==> src/rtl/dma_sched_pkg.sv <==
// dma_sched_pkg: shared state encoding, address/length constants and the
// min helpers used by the chunk-size calculation of dma_xfer_scheduler.
package dma_sched_pkg;

    typedef enum logic [2:0] {
        IDLE,
        ARB,
        ISSUE,
        WAIT,
        NEXT,
        DONE
    } sched_state_t;

    localparam int BOUNDARY_4K = 4096;
    localparam int WORD_BYTES  = 4;

    // Chunk arithmetic is done unsigned at this width, which covers LEN_W+1
    // for any LEN_W up to 63 so the 4 KB distance terms never wrap.
    localparam int CALC_W = 64;
    typedef logic [CALC_W-1:0] calc_t;

    function automatic calc_t min2(input calc_t a, input calc_t b);
        return (a < b) ? a : b;
    endfunction

    function automatic calc_t min3(input calc_t a, input calc_t b, input calc_t c);
        return min2(min2(a, b), c);
    endfunction

endpackage

==> src/rtl/dma_rr_arbiter.sv <==
// dma_rr_arbiter: combinational round-robin pick. The first requesting channel
// strictly after i_last wins; the search wraps back to channel 0.
module dma_rr_arbiter #(
    parameter int NUM_CH = 2,
    parameter int IDX_W  = $clog2(NUM_CH)
) (
    input  logic [NUM_CH-1:0] i_req,
    input  logic [IDX_W-1:0]  i_last,
    output logic [NUM_CH-1:0] o_grant,
    output logic [IDX_W-1:0]  o_idx,
    output logic              o_any
);

    // Two passes: channels above the pointer first, then the wrap-around
    always_comb begin
        o_grant = '0;
        o_idx   = '0;
        o_any   = 1'b0;
        for (int j = 0; j < NUM_CH; j++) begin
            if (!o_any && i_req[j] && (j > int'(i_last))) begin
                o_any      = 1'b1;
                o_grant[j] = 1'b1;
                o_idx      = IDX_W'(j);
            end
        end
        for (int j = 0; j < NUM_CH; j++) begin
            if (!o_any && i_req[j]) begin
                o_any      = 1'b1;
                o_grant[j] = 1'b1;
                o_idx      = IDX_W'(j);
            end
        end
    end

endmodule

==> src/rtl/dma_xfer_scheduler.sv <==
// dma_xfer_scheduler: round-robin scheduler that splits each channel's transfer
// into chunks that never cross a 4 KB page on src or dst, drives the read and
// write masters one chunk at a time and pulses per-channel completion.
// Optional WAIT watchdog: define DMA_SCHED_TIMEOUT_EN.
//
// state | meaning
// IDLE  | no request pending
// ARB   | grant one channel, latch its command
// ISSUE | start pulse to both masters, chunk outputs valid
// WAIT  | collect rd/wr done pulses
// NEXT  | advance src/dst, reduce remaining length
// DONE  | completion pulse for the owning channel
module dma_xfer_scheduler #(
    parameter int NUM_CH      = 2,
    parameter int ADDR_W      = 32,
    parameter int LEN_W       = 32,
    parameter int MAX_CHUNK   = 1024,
    parameter int TIMEOUT_CYC = 65535
) (
    input  logic                      clk,
    input  logic                      reset_n,
    input  logic [NUM_CH-1:0]         i_req_valid,
    output logic [NUM_CH-1:0]         o_req_ready,
    input  logic [NUM_CH*ADDR_W-1:0]  i_req_src,
    input  logic [NUM_CH*ADDR_W-1:0]  i_req_dst,
    input  logic [NUM_CH*LEN_W-1:0]   i_req_len,
    output logic                      o_rd_start,
    output logic [ADDR_W-1:0]         o_rd_src_addr,
    output logic [LEN_W-1:0]          o_rd_total_len,
    input  logic                      i_rd_done,
    output logic                      o_wr_start,
    output logic [ADDR_W-1:0]         o_wr_dst_addr,
    output logic [LEN_W-1:0]          o_wr_total_len,
    input  logic                      i_wr_done,
    output logic [NUM_CH-1:0]         o_ch_done,
    output logic [NUM_CH-1:0]         o_ch_err,
    output logic                      o_busy,
    output logic [$clog2(NUM_CH)-1:0] o_cur_ch
);
    import dma_sched_pkg::*;

    localparam int IDX_W = $clog2(NUM_CH);

    sched_state_t      r_state, w_state_nx;
    logic [IDX_W-1:0]  r_last, r_cur;
    logic [ADDR_W-1:0] r_src, r_dst, r_rd_addr, r_wr_addr;
    logic [LEN_W-1:0]  r_rem, r_chunk;
    logic              r_rd_seen, r_wr_seen;

    logic [NUM_CH-1:0] w_grant, w_cur_1h;
    logic [IDX_W-1:0]  w_gidx;
    logic              w_gany, w_hs, w_any_valid, w_both_fin, w_timeout;
    logic [ADDR_W-1:0] w_sel_src, w_sel_dst, w_src_nx, w_dst_nx;
    logic [LEN_W-1:0]  w_sel_len, w_rem_nx, w_chunk;
    calc_t             w_bnd_src, w_bnd_dst;

    dma_rr_arbiter #(.NUM_CH(NUM_CH), .IDX_W(IDX_W)) u_arb (
        .i_req   (i_req_valid),
        .i_last  (r_last),
        .o_grant (w_grant),
        .o_idx   (w_gidx),
        .o_any   (w_gany)
    );

    assign w_any_valid = |i_req_valid;
    assign w_hs        = (r_state == ARB) && w_gany;
    assign w_both_fin  = (r_rd_seen | i_rd_done) & (r_wr_seen | i_wr_done);
    assign w_cur_1h    = NUM_CH'(1) << r_cur;

    // Select the granted channel's command fields
    always_comb begin
        w_sel_src = '0;
        w_sel_dst = '0;
        w_sel_len = '0;
        for (int c = 0; c < NUM_CH; c++) begin
            if (w_grant[c]) begin
                w_sel_src = i_req_src[c*ADDR_W +: ADDR_W];
                w_sel_dst = i_req_dst[c*ADDR_W +: ADDR_W];
                w_sel_len = i_req_len[c*LEN_W +: LEN_W];
            end
        end
    end

    // Next src/dst/remaining: latched on grant (word aligned), advanced in NEXT
    always_comb begin
        w_src_nx = r_src;
        w_dst_nx = r_dst;
        w_rem_nx = r_rem;
        if (w_hs) begin
            w_src_nx = w_sel_src & ~ADDR_W'(WORD_BYTES - 1);
            w_dst_nx = w_sel_dst & ~ADDR_W'(WORD_BYTES - 1);
            w_rem_nx = w_sel_len & ~LEN_W'(WORD_BYTES - 1);
        end else if (r_state == NEXT) begin
            w_src_nx = r_src + ADDR_W'(r_chunk);
            w_dst_nx = r_dst + ADDR_W'(r_chunk);
            w_rem_nx = r_rem - r_chunk;
        end
    end

    // Chunk for the upcoming ISSUE, computed from the values it will use
    assign w_bnd_src = calc_t'(BOUNDARY_4K) - calc_t'(w_src_nx[11:0]);
    assign w_bnd_dst = calc_t'(BOUNDARY_4K) - calc_t'(w_dst_nx[11:0]);
    assign w_chunk   = LEN_W'(min3(calc_t'(w_rem_nx), calc_t'(MAX_CHUNK),
                                   min2(w_bnd_src, w_bnd_dst)));

    // Next-state logic; completion has priority over a same-cycle watchdog expiry
    always_comb begin
        w_state_nx = r_state;
        case (r_state)
            IDLE:    if (w_any_valid) w_state_nx = ARB;
            ARB:     if (w_hs) w_state_nx = (w_rem_nx == '0) ? DONE : ISSUE;
                     else      w_state_nx = IDLE;
            ISSUE:   w_state_nx = WAIT;
            WAIT:    if (w_both_fin)     w_state_nx = NEXT;
                     else if (w_timeout) w_state_nx = w_any_valid ? ARB : IDLE;
            NEXT:    w_state_nx = (w_rem_nx != '0) ? ISSUE : DONE;
            DONE:    w_state_nx = w_any_valid ? ARB : IDLE;
            default: w_state_nx = IDLE;
        endcase
    end

    // State register
    always_ff @(posedge clk or negedge reset_n) begin
        if (!reset_n) r_state <= IDLE;
        else          r_state <= w_state_nx;
    end

    // Transfer datapath, RR pointer and chunk outputs loaded on entry to ISSUE
    always_ff @(posedge clk or negedge reset_n) begin
        if (!reset_n) begin
            r_src     <= '0;
            r_dst     <= '0;
            r_rem     <= '0;
            r_chunk   <= '0;
            r_rd_addr <= '0;
            r_wr_addr <= '0;
            r_last    <= IDX_W'(NUM_CH - 1);
            r_cur     <= '0;
        end else begin
            r_src <= w_src_nx;
            r_dst <= w_dst_nx;
            r_rem <= w_rem_nx;
            if (w_hs) begin
                r_last <= w_gidx;
                r_cur  <= w_gidx;
            end
            if (w_state_nx == ISSUE) begin
                r_chunk   <= w_chunk;
                r_rd_addr <= w_src_nx;
                r_wr_addr <= w_dst_nx;
            end
        end
    end

    // Sticky done flags, only listening while in WAIT
    always_ff @(posedge clk or negedge reset_n) begin
        if (!reset_n) begin
            r_rd_seen <= 1'b0;
            r_wr_seen <= 1'b0;
        end else if (r_state == ISSUE) begin
            r_rd_seen <= 1'b0;
            r_wr_seen <= 1'b0;
        end else if (r_state == WAIT) begin
            if (i_rd_done) r_rd_seen <= 1'b1;
            if (i_wr_done) r_wr_seen <= 1'b1;
        end
    end

`ifdef DMA_SCHED_TIMEOUT_EN
    localparam int TO_W = $clog2(TIMEOUT_CYC + 1);
    logic [TO_W-1:0]   r_wdog;
    logic [NUM_CH-1:0] r_err;

    assign w_timeout = (r_state == WAIT) && (r_wdog == '0) && !w_both_fin;

    // Watchdog down-counter: armed in ISSUE, terminal count at zero in WAIT
    always_ff @(posedge clk or negedge reset_n) begin
        if (!reset_n)                          r_wdog <= '0;
        else if (r_state == ISSUE)             r_wdog <= TO_W'(TIMEOUT_CYC - 1);
        else if (r_state == WAIT && r_wdog != '0) r_wdog <= r_wdog - TO_W'(1);
    end

    // One-cycle error pulse for the abandoned channel
    always_ff @(posedge clk or negedge reset_n) begin
        if (!reset_n) r_err <= '0;
        else          r_err <= w_timeout ? w_cur_1h : '0;
    end

    assign o_ch_err = r_err;
`else
    logic w_unused_timeout;
    assign w_unused_timeout = (TIMEOUT_CYC > 0);
    assign w_timeout        = 1'b0;
    assign o_ch_err         = '0;
`endif

    assign o_req_ready    = (r_state == ARB) ? w_grant : '0;
    assign o_rd_start     = (r_state == ISSUE);
    assign o_wr_start     = (r_state == ISSUE);
    assign o_rd_src_addr  = r_rd_addr;
    assign o_wr_dst_addr  = r_wr_addr;
    assign o_rd_total_len = r_chunk;
    assign o_wr_total_len = r_chunk;
    assign o_ch_done      = (r_state == DONE) ? w_cur_1h : '0;
    assign o_busy         = (r_state != IDLE) && (r_state != ARB);
    assign o_cur_ch       = r_cur;

endmodule

==> config.mk <==
export PLATFORM = sky130hd
export DESIGN_NAME = dma_xfer_scheduler
export DESIGN_NICKNAME = d
export VERILOG_FILES = /design/src/rtl/dma_sched_pkg.sv /design/src/rtl/dma_rr_arbiter.sv /design/src/rtl/dma_xfer_scheduler.sv
export SDC_FILE = /design/constraint.sdc
export NUM_CORES = 1
export LEC_CHECK = 0
export BUFFER_PORTS_ARGS = -buffer_cell sky130_fd_sc_hd__buf_4
export CELL_PAD_IN_SITES_DETAIL_PLACEMENT = 1
export CELL_PAD_IN_SITES_GLOBAL_PLACEMENT = 1
export CORE_UTILIZATION = 42
export DETAILED_ROUTE_END_ITERATION = 7
export PLACE_DENSITY_LB_ADDON = 0.1
export SLEW_MARGIN = 15
export SYNTH_ARGS = -nofsm -noshare
export SYNTH_HDL_FRONTEND = slang
export SYNTH_SLANG_ARGS = --single-unit
==> constraint.sdc <==
create_clock -name clk -period 10 [get_ports clk]
set_input_delay 0 -clock clk [delete_from_list [all_inputs] [get_ports clk]]
set_output_delay 0 -clock clk [all_outputs]
set_load 0.005 [all_outputs]
==> impl_metrics.tcl <==
set metrics [dict create \
    worst_slack_ps 1680 \
    synth_area_per_cell_um2 9.23 \
    drive_gt1_share_pct 22.9 \
    cts_buffers 17 \
    syn_area_mm2 0.0150 \
    synth_edf_count 0 \
    nets 2329 \
    ant_nets 0 \
    dr.pass1.iters 7 \
    power.density_mw_per_mm2 346 \
    seqCellArea_mm2 0.00498 \
    nFillCells 4050 \
    place_inst 2306 \
    clock-root-buffer "clkbuf_16" \
    ir_worst_vdd_v 0.000258 \
    htreeDepth 4 \
    reg2reg_from "o_rd_total_len[1]" \
    drtIter0Drc 1181 \
    fin_cells 2478 \
    critPathLaunchType "register" \
    period_needed_ps 8320 \
    multi_input_area_mm2 0.00902 \
    crit_fanout 13 \
    finalWirelength_um 59500 \
    finalInstanceArea_mm2 0.0195 \
    cts_resized 0 \
    hold_start "i_req_src[36]" \
    clock_sinks 199 \
    port_buffers 321 \
    p_leak_nw 9.18 \
    antenna_found_initial 1 \
    r2r_end "o_rd_total_len[7]" \
    pre_cts_ws_ps 1830 \
    required_ps 10370 \
    synthArstFlopShare_pct 100 \
    synth.mux.area_fraction_pct 5.26 \
    status "completed" \
    finalSetupViolCount 0 \
    yosys_warnings 0 \
    relSlewSlack_pct 23.0 \
    vias 14963 \
    grt_use_met1_pct 41.2 \
    rows 68 \
    core_area_mm2 0.0349 \
    first_global_vias 15773 \
    hold_viol_final 0 \
    end_kind "register" \
    grtUsageMet3_pct 5.56 \
    pin_count 336 \
    synth_compound_area_share_pct 25.1 \
    synth_top_family_by_area "compound AO/OA/AOI/OAI gates" \
    tns_ps 0 \
    finalCoreUtilization_pct 55.9 \
    finalPower_mw 6.74 \
    reg2reg_slack_ps 1680 \
    ys_seq_area_share_pct 33.2 \
    route.detailed.drc 0 \
    cts_buffer_depth 2 \
    skew_ps 14.7 \
    die_area_mm2 0.0365 \
    met2_usage_pct 54.7 \
    postPlaceCellArea_mm2 0.0175 \
    overflow 0 \
    areaGrowthSynthToFinish_pct 29.8 \
    grt_max_degree 90 \
    max_freq_mhz 120 \
    cpPeakStageDelay_ps 600 \
    whs_path_depth 4 \
    critical_path_class "register to register" \
    grt_usage_pct 32.4 \
    synthDistinctLibCells 99 \
    ys_ff_latch 199 \
    crit_arrival_ps 8690 \
    wire_per_inst_um 24.0 \
    die_x_um 191 \
    clk_pin_slew_worst_paths_ps 90 \
    synthSimpleGateAreaFrac_pct 14.6 \
    grt_most_used_layer "met2" \
    clk_latency_ps 470 \
    synthXorXnorAreaFrac_pct 4.49 \
    hold_end "r_src[4]" \
    hp-class "input pin to register" \
    hold_slack_ps 26.1 \
    routed_via_density 6.04 \
    grt_first_pass_wirelength_um 89900 \
    tightestPinTransition_ps 1140 \
    period_share_pct 83.2 \
    gp_congestion 0.917 \
    die_h_um 191 \
    start_util_pct 43.1 \
    synth_ff_type "dfrtp_1" \
    cp_slowest_cell "dfrtp_1" \
    synth-adder-area-share_pct 10.3 \
    drv_slew 0 \
    post_cts_buffers 0 \
    hpwlAfterDp_um 42800 \
    drv_cap 0 \
    worst-r2r-cell-count 30 \
    cts_tree "done" \
    rsz0062_at_grt "no" \
    synthCells 1627 \
]
==> Yosys cell counts, types with 8 or more instances <==
master,instances,share of area (%)
a211oi_1,8,0.40
a21boi_0,9,0.45
a21o_1,38,1.9
a21oi_1,97,3.2
a221o_1,10,0.67
a221oi_1,10,0.58
a222oi_1,63,4.2
a22o_1,9,0.52
a31oi_1,8,0.33
and2_1,29,1.2
and3_1,12,0.50
buf_2,29,0.97
buf_4,46,2.3
clkbuf_1,36,0.90
dfrtp_1,198,33
ha_1,119,9.9
inv_1,101,2.5
mux2_1,14,1.0
mux2_2,41,3.1
mux2i_1,17,1.1
nand2_1,112,2.8
nand2b_1,25,1.0
nand3_1,33,1.1
nand4_1,26,1.1
nor2_1,80,2.0
nor2b_1,16,0.67
nor3_1,23,0.77
o211ai_1,9,0.45
o21a_1,17,0.85
o21ai_0,115,3.8
o31a_1,9,0.52
or3_1,10,0.42
or4_1,9,0.45
xnor2_1,44,2.6
xor2_1,33,1.9
==> what timing repair did <==
item                                    in CTS  in global routing
hold buffers                               139                  0
endpoints found under the setup margin       0                  0
hold endpoints to repair                   197                  0
==> how the worst max path moves through the flow <==
stage / startpoint / end / slack [ps] / cells after the start
floorplan: r_state[2] / o_rd_total_len[5] / 2560 / 37
global placement: o_rd_total_len[1] / o_rd_total_len[3] / 2050 / 29
detailed placement: o_rd_total_len[1] / o_rd_total_len[7] / 1830 / 30
CTS: o_rd_total_len[1] / o_rd_total_len[7] / 1700 / 30
global route: o_rd_total_len[1] / o_rd_total_len[6] / 1100 / 30
finish: o_rd_total_len[1] / o_rd_total_len[7] / 1680 / 30
==> cell families after synthesis <==
family / count (synthesis)
flops: 199
compound gates: 513
fa+ha+maj: 122
mux: 72
other cells: 1
xor+xnor: 77
simple gates: 424
buf+inv: 219
==> power by group <==
part / total, mW / internal [mW] / switching [mW]
Clock: 0.730 / 0.342 / 0.388
Sequential: 1.43 / 1.14 / 0.285
Combinational: 4.58 / 2.02 / 2.56
==> worst max-delay path: cells and delay by family, from the launching register on <==
family / cells / cell delay, ps
buf+inv: 4 / 770
xor+xnor: 2 / 400
simple gates: 8 / 2220
flops: 1 / 600
fa+ha+maj: 3 / 1130
mux: 1 / 400
compound gates: 12 / 2710
==> cells in the final DEF, fill, tap and decap left out, types with 10 or more instances in the layout <==
master         instances
a21oi_1               97
mux2_2                41
or3_1                 10
ha_1                 119
dfrtp_1              198
nor2_1                80
xnor2_1               44
and3_1                11
nor3_1                23
mux2_1                14
buf_4                338
and2_1                29
mux2i_1               17
o21ai_0              115
nor2b_1               16
nand2_1              112
dlygate4sd3_1        139
clkbuf_16             17
a221oi_1              10
nand3_1               33
xor2_1                33
a21o_1                38
a222oi_1              63
nand2b_1              24
o21a_1                17
a221o_1               10
inv_1                101
nand4_1               26
==> flip-flops by register name, indices dropped and copies added, names as in the netlist <==
signal          count
r_last              1
o_wr_dst_addr      32
o_rd_src_addr      32
r_dst              32
o_cur_ch            1
r_src              32
r_rd_seen           1
r_rem              32
r_wr_seen           1
o_rd_total_len     32
r_state             3
==> metal layers <==
metal  wire length, um  share of wire (%)  up-vias
met3              3250                5.5      101
met4              1940                3.3        0
li1                  -                  -     6839
met5                 0                  0        -
met2             28500                 48      458
met1             25800                 43     7565
==> final cells by class <==
| type | instances | share of cell area (%) |
|---|---|---|
| clock buffers | 17 | 2.18 |
| inverters | 101 | 1.94 |
| clock inverters | 15 | 0.886 |
| diodes | 1 | 0.0128 |
| multi-input cells | 1212 | 46.3 |
| well taps | 455 | 2.92 |
| repair buffers | 478 | 20.2 |
| flip-flops and latches | 199 | 25.6 |
(Power assumes the default switching activity.)
